===== config.mk =====
export PLATFORM = sky130hd
export DESIGN_NAME = ghash_stream
export DESIGN_NICKNAME = d
export VERILOG_FILES = /design/src/rtl/aes_gcm_pkg.sv /design/src/rtl/gf128_digit_step.sv /design/src/rtl/ghash_stream.sv
export SDC_FILE = /design/constraint.sdc
export NUM_CORES = 2
export LEC_CHECK = 0
export CORE_MARGIN = 3
export CORE_UTILIZATION = 57
export CTS_CLUSTER_DIAMETER = 120
export DETAILED_ROUTE_END_ITERATION = 6
export PLACE_DENSITY = 0.8
export SYNTH_ARGS = -nofsm -noshare
export SYNTH_HDL_FRONTEND = slang
export SYNTH_SLANG_ARGS = --single-unit

===== constraint.sdc =====
create_clock -name clk -period 3.4 [get_ports clk]
set_clock_uncertainty 0.1 [all_clocks]
set_input_delay 1.02 -clock clk [delete_from_list [all_inputs] [get_ports clk]]
set_output_delay 1.02 -clock clk [all_outputs]
set_load 0.01 [all_outputs]

===== src/rtl/aes_gcm_pkg.sv =====
// Shared GF(2^128) types, constants and helpers for the AES-GCM datapath.
// Block vectors are [0:127] with bit 0 holding the GCM most-significant bit,
// so a GCM "right shift" moves bits toward higher indices.
package aes_gcm_pkg;

    typedef logic [0:127] gf_block_t;

    // Reduction constant: x^128 = x^7 + x^2 + x + 1, bit-reflected.
    localparam gf_block_t GF_R    = {8'hE1, 120'b0};
    localparam gf_block_t GF_ZERO = {128{1'b0}};

    // FSM states of the iterative GHASH engine.
    typedef enum logic {
        IDLE = 1'b0,
        MUL  = 1'b1
    } ghash_state_t;

    // One V update of the right-shift multiply: V * x, reduced mod P(x).
    function automatic gf_block_t gf_shift_r(input gf_block_t v);
        gf_block_t s;
        s = {1'b0, v[0:126]};
        if (v[127]) begin
            gf_shift_r = s ^ GF_R;
        end else begin
            gf_shift_r = s;
        end
    endfunction

endpackage


===== src/rtl/gf128_digit_step.sv =====
// Combinational digit of the GF(2^128) right-shift multiplier.
// Consumes DIGIT_W multiplier bits, most significant (index 0) first,
// updating the partial product Z and the shifted multiplicand V.
module gf128_digit_step
    import aes_gcm_pkg::*;
#(
    parameter int DIGIT_W = 8
) (
    input  gf_block_t            z_i,
    input  gf_block_t            v_i,
    input  logic [0:DIGIT_W-1]   a_i,
    output gf_block_t            z_o,
    output gf_block_t            v_o
);

    gf_block_t z_s;
    gf_block_t v_s;

    // Chain DIGIT_W single-bit steps: conditional accumulate, then shift V.
    always_comb begin
        z_s = z_i;
        v_s = v_i;
        for (int j = 0; j < DIGIT_W; j++) begin
            if (a_i[j]) begin
                z_s = z_s ^ v_s;
            end else begin
                z_s = z_s;
            end
            v_s = gf_shift_r(v_s);
        end
    end

    assign z_o = z_s;
    assign v_o = v_s;

endmodule


===== src/rtl/ghash_stream.sv =====
// Iterative GHASH engine: accumulates Y_i = (Y_{i-1} ^ X_i) * H over a
// stream of 128-bit blocks and emits tag = Y_final ^ E_K(J0) on the last
// block. DIGIT_W multiplier bits are processed per cycle, so each block
// occupies 128/DIGIT_W multiply cycles plus one idle/accept cycle.
module ghash_stream
    import aes_gcm_pkg::*;
#(
    parameter int DIGIT_W = 8
) (
    input  logic          clk,
    input  logic          i_reset,
    input  logic [0:127]  i_h,
    input  logic          i_h_load,
    input  logic [0:127]  i_x,
    input  logic          i_valid,
    input  logic          i_last,
    input  logic [0:127]  i_ek0,
    output logic          o_ready,
    output logic [0:127]  o_tag,
    output logic          o_tag_valid,
    output logic          o_busy
);

    localparam int CYCLES = 128 / DIGIT_W;
    localparam int CNT_W  = (CYCLES > 1) ? $clog2(CYCLES) : 1;
    localparam logic [CNT_W-1:0] CNT_ZERO = {CNT_W{1'b0}};
    localparam logic [CNT_W-1:0] CNT_ONE  = CNT_ZERO | 1'b1;
    localparam logic [CNT_W-1:0] CNT_LAST = CNT_W'(CYCLES - 1);

    ghash_state_t     state_q, state_d;
    gf_block_t        h_q, h_d;
    gf_block_t        y_q, y_d;
    gf_block_t        a_q, a_d;
    gf_block_t        z_q, z_d;
    gf_block_t        v_q, v_d;
    gf_block_t        ek0_q, ek0_d;
    gf_block_t        tag_q, tag_d;
    logic [CNT_W-1:0] cnt_q, cnt_d;
    logic             last_q, last_d;
    logic             tag_valid_q, tag_valid_d;

    gf_block_t        z_step_s;
    gf_block_t        v_step_s;

    // A is shifted toward index 0 each cycle, so the current digit is
    // always its leading DIGIT_W bits.
    gf128_digit_step #(
        .DIGIT_W (DIGIT_W)
    ) u_step (
        .z_i (z_q),
        .v_i (v_q),
        .a_i (a_q[0:DIGIT_W-1]),
        .z_o (z_step_s),
        .v_o (v_step_s)
    );

    // Next-state logic: key load / accept in IDLE, digit multiply in MUL.
    always_comb begin
        state_d     = state_q;
        h_d         = h_q;
        y_d         = y_q;
        a_d         = a_q;
        z_d         = z_q;
        v_d         = v_q;
        ek0_d       = ek0_q;
        tag_d       = tag_q;
        cnt_d       = cnt_q;
        last_d      = last_q;
        tag_valid_d = 1'b0;
        case (state_q)
            IDLE: begin
                if (i_h_load) begin
                    // A key load takes priority over a simultaneous beat.
                    h_d     = i_h;
                    y_d     = GF_ZERO;
                    state_d = IDLE;
                end else if (i_valid) begin
                    a_d     = y_q ^ i_x;
                    z_d     = GF_ZERO;
                    v_d     = h_q;
                    cnt_d   = CNT_ZERO;
                    last_d  = i_last;
                    state_d = MUL;
                    if (i_last) begin
                        ek0_d = i_ek0;
                    end else begin
                        ek0_d = ek0_q;
                    end
                end else begin
                    state_d = IDLE;
                end
            end
            MUL: begin
                a_d   = a_q << DIGIT_W;
                z_d   = z_step_s;
                v_d   = v_step_s;
                cnt_d = cnt_q + CNT_ONE;
                if (cnt_q == CNT_LAST) begin
                    state_d = IDLE;
                    if (last_q) begin
                        // Message complete: publish tag and restart the hash.
                        tag_d       = z_step_s ^ ek0_q;
                        tag_valid_d = 1'b1;
                        y_d         = GF_ZERO;
                    end else begin
                        y_d = z_step_s;
                    end
                end else begin
                    state_d = MUL;
                end
            end
            default: begin
                state_d = IDLE;
            end
        endcase
    end

    // State and datapath registers with synchronous active-high reset.
    always_ff @(posedge clk) begin
        if (i_reset) begin
            state_q     <= IDLE;
            h_q         <= GF_ZERO;
            y_q         <= GF_ZERO;
            a_q         <= GF_ZERO;
            z_q         <= GF_ZERO;
            v_q         <= GF_ZERO;
            ek0_q       <= GF_ZERO;
            tag_q       <= GF_ZERO;
            cnt_q       <= CNT_ZERO;
            last_q      <= 1'b0;
            tag_valid_q <= 1'b0;
        end else begin
            state_q     <= state_d;
            h_q         <= h_d;
            y_q         <= y_d;
            a_q         <= a_d;
            z_q         <= z_d;
            v_q         <= v_d;
            ek0_q       <= ek0_d;
            tag_q       <= tag_d;
            cnt_q       <= cnt_d;
            last_q      <= last_d;
            tag_valid_q <= tag_valid_d;
        end
    end

    // Ready drops during a key load so a coincident beat is held off.
    assign o_ready     = (state_q == IDLE) && !i_h_load;
    assign o_busy      = (state_q == MUL);
    assign o_tag       = tag_q;
    assign o_tag_valid = tag_valid_q;

endmodule


Word-level counts from Yosys, hierarchy flattened

Index checks and enable logic that the tools add are counted.

$add $sub $neg: 1
Multipliers: 0
Div/mod/pow operators: 0
$lt $le $gt $ge: 0
Equality and inequality tests: 5
Shift operators: 0
Mux-type cells: 37
Bitwise operators: 21
Reduce and logical (&&, ||, !) cells: 9

Operator list:

| cell                  | count |
|---|---|
| $mux W128             | 25 |
| $xor A128 B128 Y128   | 10 |
| $pmux W128 S2         | 4 |
| $not A3 Y4            | 8 |
| $mux W4               | 2 |
| $pmux W4 S2           | 1 |
| $ne A2 B2 Y1 const B  | 3 |
| $reduce_and A2 Y1     | 3 |
| $reduce_and A3 Y1     | 2 |
| $add A4 B1 Y4 const B | 1 |
| $eq A4 B4 Y1 const B  | 1 |
| $mux W1               | 4 |
| $reduce_and A4 Y1     | 1 |
| $not A1 Y1            | 3 |
| $reduce_or A3 Y1      | 1 |
| $ne A2 B1 Y1 const B  | 1 |
| $pmux W1 S2           | 1 |
| $logic_and A1 B1 Y1   | 1 |
| $logic_not A1 Y1      | 1 |

Bits in registers: 903
Bits in latches: 0
RAM bits: 0
Memory bits (read-only): 0
Output and inout port bits: 131
Logic and storage cells: 84
Memories kept: 0

Depth between registers and ports, before layout

Word-level depth: 19
Gate-level depth with buffers: 10
Gate-level depth less buffers: 7

Cells and area by module

Synthesis repeated with hierarchy kept, for this count alone.

Cells, all modules: 6,732
Area total of the unflattened synthesis: 51,414.3 um^2

By module, submodules not included:

| module           | instances | cells each | area an instance (um^2) | sequential area each (um^2) |
|---|---|---|---|---|
| ghash_stream     | 1         | 4,278      | 36,173.4                | 18,077.3 |
| gf128_digit_step | 1         | 2,454      | 15,240.9                | 0.0 |

Least setup slack after synthesis

OpenSTA, ideal clock, no wires.

Path type: register to output
From: register state_q (netlist: o_busy)
To: output port o_ready
Arrival time: 1.590 ns
Slack: 0.690 ns
Cell stages (with the launch flop): 6
Path buffers: 4
Cell sequence: dfxtp_1 -> clkbuf_1 -> clkbuf_1 -> clkbuf_1 -> clkbuf_1 -> nor2_1

Word-level cells in the longest chain between the ends: 2

Ends and longest elaborated chain:

| element                     | RTL line            | source |
|---|---|---|
| from (decl)                 | ghash_stream.sv:30  | `ghash_state_t state_q, state_d;` |
| from (signal assigned)      | ghash_stream.sv:133 | `state_q <= state_d;` |
| $not A1 Y1 (no source line) | n/a                 |  |
| $logic_and A1 B1 Y1         | ghash_stream.sv:148 | `assign o_ready = (state_q == IDLE) && !i_h_load;` |
| to (decl)                   | ghash_stream.sv:18  | `output logic o_ready,` |

No other way between the ends.

Worst setup path in the final report

From: input port i_h_load
To: output port o_ready

Word-level cells in the longest chain between the ends: 2

Ends and longest elaborated chain:

| element             | RTL line            | source |
|---|---|---|
| from (decl)         | ghash_stream.sv:13  | `input logic i_h_load,` |
| $logic_not A1 Y1    | ghash_stream.sv:148 |  |
| $logic_and A1 B1 Y1 | ghash_stream.sv:148 |  |

No other way between the ends.

==> summary.txt <==
Outcome
  • Run status: completed

Clock network
  • CTS tree: yes
  • Postcts setup bufs: 0
  • H-tree depth: 3
  • CTS Hold Buffers Added: 0
  • Sink Count: 903
  • Post_cts resized: 0
  • Maximum clock path buffer count: 3
  • Root buffer cell: clkbuf_16
  • Latest clock arrival within the worst-skew pair: 0.65 ns
  • Clock-pin slew on the worst setup and hold paths: 0.06 ns
  • Num CTS Buffers: 94

Die
  • Die Wd: 301 um
  • Core Region: 0.0858 sq mm
  • Std-Cell Rows: 107
  • Starting density of the core: between 50% and 60%
  • Die area: 0.0909 sq mm
  • Die H: 301 um
  • I/O Pins: 520

STA
  • TNS Setup: 0 ns
  • Final setup fails: 0
  • Worst-Margin Slew: 1.04 ns
  • Fin. Hold Viols: 0
  • Fin crit share: 93.7%
  • Unrepaired setup endpoints after global routing: no
  • Setup slack after layout: 0.213 ns
  • Min Hold Slack: ~0.35 ns
  • Max_slew headroom: 30.6%
  • Tmin final: 3.19 ns
  • Slew Viols, Final: 0
  • Max Clk Rate: between 300 and 400 MHz

Synth
  • Mapped Area: ~0.05 sq mm
  • Synthesized area per cell: 7.28 sq um
  • Largest area contributor in the netlist: dfxtp_1
  • EDFF count, synth: 0
  • Register area share after synthesis: 36.3%
  • Area share of and/or/nand/nor cells after synthesis: 21.6%
  • Post-synthesis xor/xnor area fraction: approximately 23%
  • Largest cells by area after synthesis: dfxtp_1 36%, xnor2_1 18%, nand2_1 14%
  • Unique masters post-synth: 52
  • Yosys warnings: 0
  • Yosys reg bits: 903
  • Mux cell area share after synthesis: less than 1%
  • Prevailing post-synth register cell: dfxtp_1
  • Async set-or-reset flop fraction in the synthesized netlist: 0%
  • Adder-cell area share of the yosys netlist: 0.0251%
  • Top cell type's share of synthesized area: a little over a third
  • Syn nets: 7227
  • Largest family of logic cells by synthesized area: XOR/XNOR gates
  • Syn Inst Count: 6837
  • Compound-cell area share of the yosys netlist: 14.1%

Place
  • DP Wirelength: between 100000 and 150000 um
  • Post-Place Cell Area: around 0.056 sq mm
  • Placement Setup Slack: 0.208 ns
  • I/O Buffers: 519
  • Placer Congestion: 0.875

Critical path
  • Startpoint Class: primary input
  • Slowest cell on the critical path: clkdlybuf4s50_1
  • Worst Path Required: 2.28 ns
  • Crit Path Class: in2out
  • Crit end category: primary output
  • CP Max Fanout: 2
  • Worst EP arrival: about 2.1 ns
  • CP most frequent cell: clkdlybuf4s50_1
  • Worst-path cell chain: clkdlybuf4s50_1 -> nor2_1 -> clkdlybuf4s50_1
  • CP max stage delay: roughly 0.54 ns

Finish
  • Fin area: 0.0592 sq mm
  • Nets: ~7400
  • Fillers: a little under 7000
  • Layout cells sized above 1: 4.65%
  • Layout area overhead: 18.9%

Drt
  • Wl on met1: 60300 um
  • Top routing layer in use: met5
  • Routed via count: 46383
  • WL/cell: 18.3 um
  • Drc violations: 0
  • Metal3 WL: around 14000 um
  • DRT Wirelength: between 100000 and 150000 um
  • Detail Route Antenna Nets: 0
  • Met2 WL: 70100 um
  • Number of DRC markers after the initial detailed-route iteration: 4529
  • Via-to-Cell Ratio: 5.65
  • 1st-pass router iterations: 7

Global routing
  • Pin count of the biggest net entering global routing: 205
  • First-pass GRT wire length: 235000 um
  • Final global-route overflow total: 0
  • Gr usage total: 31.7%
  • Vias in the first global route: around 43000
  • Initial antenna violation count: 17

Pwr
  • Static Leak: 19.1 nW
  • Worst VDD drop: 391 uV
  • Cell Pwr Density: around 420 mW/mm^2
  • Total Power: 25.1 mW

Min path
  • Hold Crit Class: reg2reg

Flow run
  • Maxcap violations: 0
[path summary, 6_finish.rpt]
kind	from	end	slack, ns	cells after the start
setup / recovery	i_h_load	o_ready	0.21	3
hold / removal	h_q[35]$_SDFFE_PP0P_	h_q[35]$_SDFFE_PP0P_	0.35	2
setup reg to reg	a_q[121]$_SDFFE_PP0P_	o_tag[72]$_SDFFE_PP0P_	0.56	8
hold reg to reg	h_q[35]$_SDFFE_PP0P_	h_q[35]$_SDFFE_PP0P_	0.35	2
[logic make-up after synthesis]
family / after synthesis
muxes: 3
DFF: 903
AOI/OAI and AO/OA: 1191
and+or+nand+nor: 2837
adders and majority gates: 1
xor gates and xnor gates: 1281
buffers and inverters: 621
[power by group]
group	leakage, nW	switching [mW]	internal, mW
sequential	7.33	0.383	10.9
combinational	10.1	1.71	1.22
clock	1.61	4.48	6.42
total	19.1	6.57	18.5
[critical path, delay by kind of cell]
family        cells  cell delay (ns)
buf+inv           2             0.96
simple gates      1             0.09
[cell usage in the layout (no fill, tap or decap), types with 4 or more instances in the layout]
cell type / synthesis / layout
nand2_1: 1904 / 1903
xnor2_1: 1007 / 1007
dfxtp_1: 903 / 894
nor2_1: 890 / 889
a21oi_1: 777 / 777
clkdlybuf4s50_1: 0 / 518
xor2_1: 259 / 259
a211oi_1: 256 / 256
a22oi_1: 125 / 125
clkbuf_16: 0 / 95
buf_4: 2 / 77
buf_12: 0 / 60
clkbuf_8: 0 / 22
clkbuf_1: 506 / 17
clkinv_2: 0 / 15
diode_2: 0 / 13
bufinv_16: 0 / 10
dfxtp_4: 0 / 9
inv_1: 7 / 7
nand3_1: 7 / 7
o221ai_1: 7 / 7
xnor3_1: 7 / 7
o211ai_1: 5 / 5
clkinvlp_4: 0 / 5
nand2b_1: 6 / 4
nor3_1: 4 / 4
[layout make-up]
| cell class | count | area [sq um] | area share, % |
|---|---|---|---|
| sequential | 903 | 18100 | 30.6 |
| tap | 1144 | 1430 | 2.42 |
| antenna | 13 | 32.5 | 0.0550 |
| timing repair buffer | 656 | 6980 | 11.8 |
| multi-input combinational | 5313 | 29300 | 49.5 |
| clock inverter | 40 | 538 | 0.909 |
| clock buffer | 134 | 2740 | 4.64 |
| inverter | 7 | 26.3 | 0.0444 |
[metrics by stage]
stage | instances | utilization, %
after detailed placement | 8023 | 65.1
final | 8210 | 69.0
after global routing | 8200 | 68.9
after floorplan | 6837 | -
after global placement | 8023 | 65.1
after CTS | 8197 | 68.9
[routing by layer]
layer | GRT usage [%] | vias to the layer above
li1 | - | 22098
met1 | 41.7 | 21895
met2 | 51.9 | 2016
met3 | 5.68 | 362
met4 | 12.3 | 12
met5 | 0 | -
[state kept, by name, summed over array words and instances, names as in the netlist]
name         flops
cnt_q            4
ek0_q          128
z_q            128
o_busy           1
a_q            128
o_tag_valid      1
o_tag          128
last_q           1
y_q            128
v_q            128
h_q            128
[synth_stat cells, types with 2 or more instances]
master,number
and2_1,3
o221ai_1,7
xor3_1,2
nor2_1,890
nand2b_1,6
a311oi_1,3
o211ai_1,5
nor4b_1,2
nor3b_1,4
xor2_1,259
o21ai_0,2
a211oi_1,256
a21oi_1,777
nor2b_1,2
nand3_1,7
xnor2_2,2
a22oi_1,125
nor4_1,3
o2bb2a_1,2
nand2_1,1904
buf_4,2
nand3b_1,2
xor2_4,2
mux2_2,3
buf_2,60
o22ai_1,2
a211o_1,3
xnor2_1,1007
inv_1,7
clkbuf_1,506
or2_1,2
nor3_1,4
xnor3_1,7
or2_2,2
dfxtp_1,903
buf_1,45
and3_1,4
Note: power is estimated with default switching activity, not from simulation.
